<file path="config.mk">
export PLATFORM = sky130hd
export DESIGN_NAME = mcdf_arbiter
export DESIGN_NICKNAME = d
export VERILOG_FILES = /design/src/rtl/mcdf_pkg.sv /design/src/rtl/arb_rr_pick.sv /design/src/rtl/mcdf_arbiter.sv
export SDC_FILE = /design/constraint.sdc
export NUM_CORES = 1
export LEC_CHECK = 0
export ABC_CLOCK_PERIOD_IN_PS = 7300
export CAP_MARGIN = 30
export CELL_PAD_IN_SITES_DETAIL_PLACEMENT = 1
export CELL_PAD_IN_SITES_GLOBAL_PLACEMENT = 1
export CORE_ASPECT_RATIO = 0.5
export CORE_MARGIN = 1.5
export CORE_UTILIZATION = 45
export CTS_CLUSTER_SIZE = 16
export DETAILED_ROUTE_END_ITERATION = 8
export DONT_BUFFER_PORTS = 1
export GPL_TIMING_DRIVEN = 0
export PLACE_DENSITY = 0.78
export SLEW_MARGIN = 10
export SYNTH_ARGS = -nofsm -noshare
export SYNTH_HDL_FRONTEND = slang
export SYNTH_SLANG_ARGS = --single-unit
</file>
<file path="constraint.sdc">
create_clock -name clk_i -period 7.3 [get_ports clk_i]
set_input_delay 0 -clock clk_i [delete_from_list [all_inputs] [get_ports clk_i]]
set_output_delay 0 -clock clk_i [all_outputs]
set_load 0.03 [all_outputs]
</file>
<file path="src/rtl/mcdf_pkg.sv">
// Shared MCDF types: arbiter FSM states and the pkglen code decoder
// that the arbiter and the slave_fifo channels both use.
package mcdf_pkg;

  typedef enum logic [1:0] {
    IDLE,
    GRANT,
    DRAIN,
    GAP
  } arb_state_e;

  localparam int MAX_PKG = 32;

  function automatic logic [5:0] pkglen_decode(input logic [2:0] code);
    logic [5:0] len;
    unique case (code)
      3'd0:    len = 6'd4;
      3'd1:    len = 6'd8;
      3'd2:    len = 6'd16;
      default: len = 6'(MAX_PKG);
    endcase
    return len;
  endfunction

endpackage

</file>
<file path="src/rtl/arb_rr_pick.sv">
// Combinational winner picker: lowest prio among i_req, ties broken
// round-robin starting at the channel after i_rr_ptr.
// Ports: i_req, i_prio (2b/ch), i_rr_ptr -> o_idx, o_found.
module arb_rr_pick #(
  parameter int NUM_CH = 3
) (
  input  logic [NUM_CH-1:0]   i_req,
  input  logic [NUM_CH*2-1:0] i_prio,
  input  logic [2:0]          i_rr_ptr,
  output logic [2:0]          o_idx,
  output logic                o_found
);

  logic [7:0]  w_req;
  logic [15:0] w_prio;
  logic [3:0]  w_k;
  logic [1:0]  w_best;

  always_comb begin
    w_req  = '0;
    w_prio = '0;
    w_req[NUM_CH-1:0]    = i_req;
    w_prio[NUM_CH*2-1:0] = i_prio;
    w_k     = '0;
    w_best  = 2'd3;
    o_idx   = '0;
    o_found = 1'b0;
    // Visit channels in rr order; strict '<' keeps the earliest on ties.
    for (int i = 1; i <= NUM_CH; i++) begin
      w_k = {1'b0, i_rr_ptr} + 4'(i);
      if (w_k >= 4'(NUM_CH))
        w_k = w_k - 4'(NUM_CH);
      if (w_req[w_k[2:0]] &&
          (!o_found || w_prio[{w_k[2:0], 1'b0} +: 2] < w_best)) begin
        o_found = 1'b1;
        o_idx   = w_k[2:0];
        w_best  = w_prio[{w_k[2:0], 1'b0} +: 2];
      end
    end
  end

endmodule

</file>
<file path="src/rtl/mcdf_arbiter.sv">
// MCDF arbiter: grants one slave packet at a time, streams it out with
// SOP/EOP/id. Ports: slv_* in, a2s_ack_o, arb_* out. Macro ARB_STAT_EN adds stat_pkt_o.
module mcdf_arbiter
  import mcdf_pkg::*;
#(
  parameter int NUM_CH = 3,
  parameter int DW     = 32
) (
  input  logic                 clk_i,
  input  logic                 rstn_i,
  input  logic [NUM_CH-1:0]    slv_req_i,
  input  logic [NUM_CH-1:0]    slv_valid_i,
  input  logic [NUM_CH*DW-1:0] slv_data_i,
  input  logic [NUM_CH*2-1:0]  slv_prio_i,
  input  logic [NUM_CH*3-1:0]  slv_pkglen_i,
  input  logic [6:0]           fmt_margin_i,
  output logic [NUM_CH-1:0]    a2s_ack_o,
  output logic                 arb_valid_o,
  output logic [DW-1:0]        arb_data_o,
  output logic [2:0]           arb_id_o,
  output logic                 arb_sop_o,
  output logic                 arb_eop_o,
  output logic                 arb_busy_o
`ifdef ARB_STAT_EN
  ,
  output logic [NUM_CH*16-1:0] stat_pkt_o
`endif
);

  arb_state_e r_state, w_next;

  logic [2:0]        r_gnt_ch, r_rr_ptr, r_id;
  logic [5:0]        r_gnt_len, r_ack_cnt, r_word_cnt;
  logic [NUM_CH-1:0] r_ack, w_ack_d, w_elig;
  logic [5:0]        w_len [NUM_CH];
  logic [5:0]        w_win_len;
  logic [2:0]        w_win, w_gch;
  logic              w_found;
  logic              w_sv, w_cap, w_last;
  logic [DW-1:0]     w_sd, r_data;
  logic              r_valid, r_sop, r_eop;

  always_comb begin
    w_win_len = '0;
    for (int k = 0; k < NUM_CH; k++) begin
      w_len[k]  = pkglen_decode(slv_pkglen_i[k*3 +: 3]);
      w_elig[k] = slv_req_i[k] &&
                  (fmt_margin_i >= {1'b0, w_len[k]});
      if (w_win == 3'(k))
        w_win_len = w_len[k];
    end
  end

  arb_rr_pick #(
    .NUM_CH (NUM_CH)
  ) u_pick (
    .i_req    (w_elig),
    .i_prio   (slv_prio_i),
    .i_rr_ptr (r_rr_ptr),
    .o_idx    (w_win),
    .o_found  (w_found)
  );

  always_ff @(posedge clk_i or negedge rstn_i) begin
    if (!rstn_i) r_state <= IDLE;
    else         r_state <= w_next;
  end

  always_comb begin
    w_next = r_state;
    unique case (r_state)
      IDLE:  if (w_found) w_next = GRANT;
      GRANT: if (r_ack_cnt == r_gnt_len - 6'd1)
               w_next = DRAIN;
      DRAIN: w_next = GAP;
      GAP:   w_next = IDLE;
      default: w_next = IDLE;
    endcase
  end

  // Ack is registered: decode the ack for the upcoming cycle here.
  always_comb begin
    w_gch   = (r_state == IDLE) ? w_win : r_gnt_ch;
    w_ack_d = '0;
    for (int k = 0; k < NUM_CH; k++)
      w_ack_d[k] = (w_next == GRANT) && (w_gch == 3'(k));
  end

  assign arb_busy_o = (r_state != IDLE);
  assign a2s_ack_o  = r_ack;

  always_ff @(posedge clk_i or negedge rstn_i) begin
    if (!rstn_i) begin
      r_gnt_ch  <= '0;
      r_gnt_len <= '0;
      r_rr_ptr  <= '0;
      r_ack_cnt <= '0;
      r_ack     <= '0;
    end else begin
      r_ack <= w_ack_d;
      if (r_state == IDLE && w_found) begin
        r_gnt_ch  <= w_win;
        r_gnt_len <= w_win_len;
        r_rr_ptr  <= w_win;
        r_ack_cnt <= '0;
      end else if (r_state == GRANT) begin
        r_ack_cnt <= r_ack_cnt + 6'd1;
      end
    end
  end

  always_comb begin
    w_sv = 1'b0;
    w_sd = '0;
    for (int k = 0; k < NUM_CH; k++) begin
      if (r_gnt_ch == 3'(k)) begin
        w_sv = slv_valid_i[k];
        w_sd = slv_data_i[k*DW +: DW];
      end
    end
  end

  // Slave words land one cycle after each ack: GRANT (2nd on) and DRAIN.
  assign w_cap  = ((r_state == GRANT) || (r_state == DRAIN)) && w_sv;
  assign w_last = (r_word_cnt == r_gnt_len - 6'd1);

  always_ff @(posedge clk_i or negedge rstn_i) begin
    if (!rstn_i) begin
      r_valid    <= 1'b0;
      r_data     <= '0;
      r_id       <= '0;
      r_sop      <= 1'b0;
      r_eop      <= 1'b0;
      r_word_cnt <= '0;
    end else begin
      r_valid <= w_cap;
      r_data  <= w_cap ? w_sd : '0;
      r_id    <= w_cap ? r_gnt_ch : 3'd0;
      r_sop   <= w_cap && (r_word_cnt == 6'd0);
      r_eop   <= w_cap && w_last;
      if (w_cap)
        r_word_cnt <= w_last ? 6'd0 : r_word_cnt + 6'd1;
    end
  end

  assign arb_valid_o = r_valid;
  assign arb_data_o  = r_data;
  assign arb_id_o    = r_id;
  assign arb_sop_o   = r_sop;
  assign arb_eop_o   = r_eop;

`ifdef ARB_STAT_EN
  logic [15:0] r_stat [NUM_CH];

  always_ff @(posedge clk_i or negedge rstn_i) begin
    if (!rstn_i) begin
      for (int k = 0; k < NUM_CH; k++)
        r_stat[k] <= '0;
    end else begin
      for (int k = 0; k < NUM_CH; k++)
        if (w_cap && w_last && r_gnt_ch == 3'(k))
          r_stat[k] <= r_stat[k] + 16'd1;
    end
  end

  always_comb begin
    stat_pkt_o = '0;
    for (int k = 0; k < NUM_CH; k++)
      stat_pkt_o[k*16 +: 16] = r_stat[k];
  end
`endif

endmodule

</file>
==> impl_metrics.ini, run 1 <==
[run]
drv_cap = 0

[detailed_routing]
drt_iter0_drc = 117
drc = 0
ant_nets = 0
num_vias = 4080
first_pass_iters = 4
viasPerCell = 5.81
wl_per_cell_um = 19.6
drt_wl_total_um = 13700

[timing]
worstMarginPinSlew_ns = 0.874
max_freq_mhz = 146
rsz0062_at_grt = false
fin_skew_ns = 0.0131
maxSlewHeadroom_pct = 41.6
setup_viol = 0
drv_slew = 0
fin_crit_sh_pct = 93.8
period_needed_ns = 6.85
final_hold_viol_count = 1
hold_ws_ns = -0.00410
tns_ns = 0

[cts]
cts_buffers = 9
clkTransAtPathRegs_ns = 0.06
cts_buffer_depth = 2
root_buffer = clkbuf_16
cts_resized = 0
htree_levels = 3
cts_tree = yes
cts_num_sinks = 62
worstSkewPairLatency_ns = 0.33

[worst_hold_path]
hold_class = in -> reg
min_from = slv_data_i[10]

[logic_synthesis]
ys_types = 60
ys_seq_area_share_pct = 35.7
yosys_register_bits = 62
synthesis.area_per_instance_um2 = 8.93
syn_inst = 486
synth-main-ff-cell = dfrtp_1
netlist_area_um2 = 4340
synth_nets = 644
yosys_warnings = 0
synth_edf_count = 0
postSynth.asyncResetShare_pct = 100

[power]
vdd_drop_max_uv = 199
sw_frac_of_total_pct = 50.3
clkPwrFrac_pct = 15.0
p_seq_share_pct = 25.6
p_switching_w = 0.00145
p_leak_nw = 2.44
combPwrFrac_pct = 59.4
powerDensity_nw_per_um2 = 526
p_int_w = 0.00143

[worst_setup_path]
cp.required_ns = 7.50
critPathLaunch = r_rr_ptr[1]$_DFFE_PN0P_
rrSetupSlack_ns = 0.45
path_max_fanout = 10
cp_slowest_cell = dlygate4sd3_1
cp.buffers_inverters = 4
endpoint_kind = register
critPathMaxStageDelay_ns = 0.61
critPathTopFamily = compound AO/OA/AOI/OAI gates
start_kind = register
critical_path_arrival_ns = 7.05
critical_path.cell_chain = inv_1, ha_1, clkbuf_1, xnor2_2, mux2i_1, o31a_1, a311oi_1, ha_1, and3_1, a211o_1, a21o_1, nand2_1, o21ai_0, ha_1, nor2_1, a2111o_1, nand4_4, mux2_2, nand3_1, dlygate4sd3_1, a41oi_2, dlygate4sd3_1
reg2reg_from = r_rr_ptr[1]$_DFFE_PN0P_
cp_common_cell = ha_1
crit_type = reg -> reg

[placement]
io_buffer_count = 0
place.gp.congestion = 0.815
dp_hpwl_um = 9400

[layout]
nNetsFinal = 720
drive_gt1_share_pct = 6.53
num_antenna_cells = 0
syn_to_final_growth_pct = 26.2
final_util_pct = 58.2
nFillCells = 1088

[global_route]
antenna_found_initial = 0
grt-ovfl-total = 0
grtUsageTotal_pct = 27.5
grt_pass1_wl_um = 21900
grt_pass1_vias = 4190
grt_max_degree = 63

[floorplanning]
dieHeight_um = 72.4
start_util_pct = 46.1
io_pins = 168
die_x_um = 142
core_area_um2 = 9420
die_area_um2 = 10300
num_rows = 25

[run_status]
violations = negative hold slack
outcome = finished, violations left
registers in the layout, summed over array words and instances, names as in the netlist, 2 cells and up:
register / count
r_state: 2
r_word_cnt: 6
arb_data_o: 32
r_gnt_len: 4
r_ack_cnt: 6
a2s_ack_o: 3
arb_id_o: 3
r_rr_ptr: 3
through the flow:
step	instance area [um2]	hold WS [ns]	setup slack, ns	instances	total power [W]
floorplan	4340	-0.296	2.23	486	0.00192
global placement	4510	-0.295	1.49	621	0.00224
detailed placement	4510	-0.295	1.31	621	0.00228
CTS	5480	0.00546	0.465	702	0.00285
global route	5480	0.0309	0.0801	702	0.00308
finish	5480	-0.00410	0.454	702	0.00288
repair_timing:
item                      in CTS  in global routing
buffers inserted               0                  0
hold endpoints to repair      96                  0
hold buffers                  65                  0
placed cells by master (no fill, tap or decap), types with 10 or more instances in the layout:
master	n
a211oi_1	32
a21oi_1	13
a22oi_1	34
clkbuf_1	26
dfrtp_1	62
dlygate4sd3_1	64
ha_1	32
inv_1	19
mux2i_1	10
nand2_1	41
nand3_1	17
nor2_1	70
o21ai_0	13
xnor2_1	12
final timing paths:
kind,to,cells after the start
max,r_gnt_len[3]$_DFFE_PN0P_,22
max reg2reg,r_gnt_len[3]$_DFFE_PN0P_,22
min,arb_data_o[10]$_DFF_PN0_,2
min in group asynchronous,arb_data_o[3]$_DFF_PN0_,2
min reg2reg,arb_sop_o$_DFF_PN0_,1
max in group asynchronous,arb_data_o[29]$_DFF_PN0_,2
final cells by class:
class,count,area (um2),area share (%)
Multi-Input combinational cell,377,2600,47.5
Sequential cell,62,1550,28.3
Timing Repair Buffer,65,668,12.2
Clock buffer,10,229,4.18
Tap cell,135,169,3.08
Buffer,27,110,2.01
Inverter,20,75.1,1.37
Clock inverter,6,70.1,1.28
cells by family (layout without fill, tap and decap cells):
kind of cell | count (synthesis) | count (layout) | synth area share [%]
multiplexers | 16 | 16 | 4.04
buffers and inverters | 47 | 128 | 4.27
AO/OA/AOI/OAI | 137 | 137 | 23.9
AND/OR/NAND/NOR | 169 | 169 | 18.1
adder cells (fa/ha/maj) | 32 | 32 | 9.22
other | 1 | 1 | 0.0864
flip-flops | 62 | 62 | 35.7
XOR/XNOR | 22 | 22 | 4.61
metal layers:
layer / GRT usage, % / vias up / part of all wire [%]
li1: - / 1931 / -
met1: 35.0 / 2029 / 45
met2: 48.0 / 106 / 49
met3: 6.60 / 14 / 4.7
met4: 6.07 / 0 / 1.3
met5: 0 / - / 0
Yosys cell counts, types with 2 or more instances:
cell / instances / area, um2
ha_1: 32 / 400
nor3b_1: 6 / 45.0
o2bb2ai_1: 4 / 35.0
nand3b_1: 2 / 15.0
a22oi_1: 34 / 255
and3_1: 4 / 25.0
a22o_1: 3 / 26.3
a222oi_1: 2 / 20.0
o2111ai_1: 2 / 17.5
o21ai_0: 13 / 65.1
and2_1: 3 / 18.8
xor2_1: 9 / 78.8
mux2i_1: 10 / 100
a31oi_1: 3 / 18.8
nand3_1: 17 / 85.1
o22ai_1: 2 / 12.5
a311o_1: 2 / 20.0
clkbuf_1: 25 / 93.8
a21oi_1: 13 / 65.1
a311oi_1: 3 / 26.3
nor2b_1: 9 / 56.3
inv_1: 19 / 71.3
mux2_4: 2 / 30.0
a211oi_1: 32 / 240
nand2_1: 41 / 154
mux2_2: 4 / 45.0
dfrtp_1: 62 / 1550
xnor2_1: 12 / 105
o211ai_1: 5 / 37.5
nor3_1: 9 / 45.0
a32oi_1: 2 / 17.5
nand4_1: 3 / 18.8
nor2_1: 70 / 263
power by group through the flow:
stage | combinational (W) | sequential (W) | clock, W
2_1_floorplan | 0.00121 | 0.000706 | 0
3_5_place_dp | 0.00154 | 0.000740 | 0
6_report | 0.00171 | 0.000737 | 0.000431
5_1_grt | 0.00188 | 0.000750 | 0.000449
4_1_cts | 0.00168 | 0.000738 | 0.000433
3_3_place_gp | 0.00151 | 0.000737 | 0
worst reg2reg max path, delay by kind of cell, from the launching register on:
family / cells / cell delay [ns]
simple gates: 5 / 0.56
buf+inv: 4 / 1.87
flops: 1 / 0.51
xor+xnor: 1 / 0.27
mux: 2 / 0.58
compound gates: 7 / 1.91
fa+ha+maj: 3 / 1.03
No activity file was read; power rests on OpenSTA's default activity.
==> run 2: changes to the inputs <==
--- a/config.mk
+++ b/config.mk
@@ -11,3 +11,3 @@
 export CELL_PAD_IN_SITES_GLOBAL_PLACEMENT = 1
-export CORE_ASPECT_RATIO = 0.5
+export CORE_ASPECT_RATIO = 2
 export CORE_MARGIN = 1.5
--- a/constraint.sdc
+++ b/constraint.sdc
@@ -3,2 +3,2 @@
 set_output_delay 0 -clock clk_i [all_outputs]
-set_load 0.03 [all_outputs]
+set_load 0.02 [all_outputs]
==> run 2 against run 1 <==
  * The flow now finishes without violations
  * Sequential cell count unchanged
  * Highest routed layer unchanged
  * Critical path type unchanged
  * Via count up 5.6%
  * Largest cell class unchanged
  * Largest power group unchanged
  * Register-to-register slack improved by 0.05 ns
==> impl_metrics.ini, run 2 (synthesis gave the netlist of run 1 again) <==
[run_status]
outcome = complete, no violations

[layout]
layout_common_cells = nor2_1, dlygate4sd3_1, dfrtp_1
nFillCells = 1058
drive_gt1_share_pct = 6.63
nNetsFinal = 726
syn_to_final_growth_pct = 27.4
largest_reg_flops = 32

[detailed_routing]
viasPerCell = 6.36
wl_per_cell_um = 22.3
first_pass_iters = 4
drc = 0
num_vias = 4309
drt_wl_total_um = 15100
ant_nets = 0
drt_iter0_drc = 170

[global_route]
grt-ovfl-total = 0
grtUsageTotal_pct = 30.9
grt_pass1_vias = 4863
antenna_found_initial = 1
grt_pass1_wl_um = 23900
grt_max_degree = 63

[run]
drv_cap = 0

[cts]
cts_hold_buf = 71
worstSkewPairLatency_ns = 0.34
cts_tree = yes
cts_num_sinks = 62
cts_buffers = 9
post_cts_buffers = 0
root_buffer = clkbuf_16
htree_levels = 3
clkTransAtPathRegs_ns = 0.06
cts_buffer_depth = 2
cts_resized = 0

[power]
p_int_w = 0.00149
vdd_drop_max_uv = 241
p_leak_nw = 2.49
total_power_w = 0.00291
clkPwrFrac_pct = 16.4
sw_frac_of_total_pct = 48.7
combPwrFrac_pct = 60.5
p_switching_w = 0.00142
p_seq_share_pct = 23.1
powerDensity_nw_per_um2 = 526

[worst_setup_path]
critical_path.cell_chain = inv_1, ha_1, clkbuf_1, xnor2_2, mux2i_1, o31a_1, a311oi_1, ha_1, and3_1, a211o_1, a21o_1, nand2_1, o21ai_0, ha_1, nor2_1, a2111o_1, nand4_4, mux2_2, nand3_1, dlygate4sd3_1, a41oi_2, dlygate4sd3_1
cp_slowest_cell = dlygate4sd3_1
path_max_fanout = 10
r2r_cells = 22
cp.required_ns = 7.52
cp.buffers_inverters = 4
r2r-end = r_gnt_len[3]$_DFFE_PN0P_
critPathMaxStageDelay_ns = 0.59
worst-path-stages = 22
endpoint_kind = register
critical_path_arrival_ns = 7.01
crit_type = reg -> reg
critPathTopFamily = compound AO/OA/AOI/OAI gates
reg2reg_from = r_rr_ptr[1]$_DFFE_PN0P_
rrSetupSlack_ns = 0.51
start_kind = register
cp_common_cell = ha_1

[timing]
rsz0062_at_grt = false
hold_ws_ns = 0.0865
tns_ns = 0
max_freq_mhz = 147
setup_viol = 0
maxSlewHeadroom_pct = 46.5
period_needed_ns = 6.79
drv_slew = 0
fin_skew_ns = 0.0103
worstMarginPinSlew_ns = 0.800
final_hold_viol_count = 0
fin_crit_sh_pct = 93.1

[floorplanning]
io_pins = 168
die_x_um = 72.4
num_rows = 50
dieHeight_um = 142
core_area_um2 = 9380
start_util_pct = 46.3
die_area_um2 = 10300

[placement]
dp_hpwl_um = 10300
place.gp.congestion = 0.907
io_buffer_count = 0

[worst_hold_path]
min_from = slv_data_i[28]
hold_class = in -> reg
hold_end = arb_data_o[28]$_DFF_PN0_
min_path_cells = 2
-- run 2: cell count changes in the layout (fill, tap and decap cells not counted) --
cell and delta:
clkinv_4 -1, clkbuf_1 -1, diode_2 +1, inv_6 +2, dlygate4sd3_1 +6, clkinv_2 -1, bufinv_16 +1
-- run 2: area by class of cell --
| type | count | area (um2) | area share (%) |
|---|---|---|---|
| well taps | 104 | 130 | 2.35 |
| flip-flops and latches | 62 | 1550 | 28.1 |
| multi-input cells | 377 | 2600 | 47.1 |
| diodes | 1 | 2.50 | 0.0452 |
| inverters | 20 | 75.1 | 1.36 |
| repair buffers | 71 | 728 | 13.2 |
| clock buffers | 9 | 225 | 4.07 |
| clock inverters | 7 | 104 | 1.88 |
| plain buffers | 27 | 110 | 1.99 |
-- run 2: power by group through the flow --
stage               Sequential (W)  Clock, W  Combinational (W)
global route              0.000689  0.000497            0.00193
detailed placement        0.000678         0            0.00156
floorplan                 0.000642         0            0.00121
CTS                       0.000676  0.000481            0.00172
global placement          0.000675         0            0.00149
finish                    0.000674  0.000477            0.00176
-- run 2: worst max-delay path by stage --
stage / start / endpoint / slack [ns]
2_1_floorplan: r_rr_ptr[1]$_DFFE_PN0P_ / r_gnt_len[2]$_DFFE_PN0P_ / 2.23
3_3_place_gp: r_rr_ptr[1]$_DFFE_PN0P_ / r_gnt_len[4]$_DFFE_PN0P_ / 1.56
3_5_place_dp: r_rr_ptr[1]$_DFFE_PN0P_ / r_gnt_len[2]$_DFFE_PN0P_ / 1.37
4_1_cts: r_rr_ptr[1]$_DFFE_PN0P_ / r_gnt_len[3]$_DFFE_PN0P_ / 0.51
5_1_grt: r_rr_ptr[1]$_DFFE_PN0P_ / r_gnt_len[3]$_DFFE_PN0P_ / 0.15
6_report: r_rr_ptr[1]$_DFFE_PN0P_ / r_gnt_len[3]$_DFFE_PN0P_ / 0.51
-- run 2: through the flow --
stage                     utilization (%)  cell area, um2  cells  setup WS (ns)
after global routing                 58.9            5530    678          0.152
after global placement               47.6            4470    590           1.56
final                                58.9            5530    678          0.507
after floorplan                         -            4340    486           2.23
after detailed placement             47.6            4470    590           1.37
after CTS                            58.9            5530    677          0.508
-- run 2: routing by layer --
layer	vias up	global-route usage, %	part of all wire, %
li1	1941	-	-
met1	2116	27.8	33
met2	201	60.0	57
met3	51	8.10	5.9
met4	0	15.9	4.5
met5	-	0	0
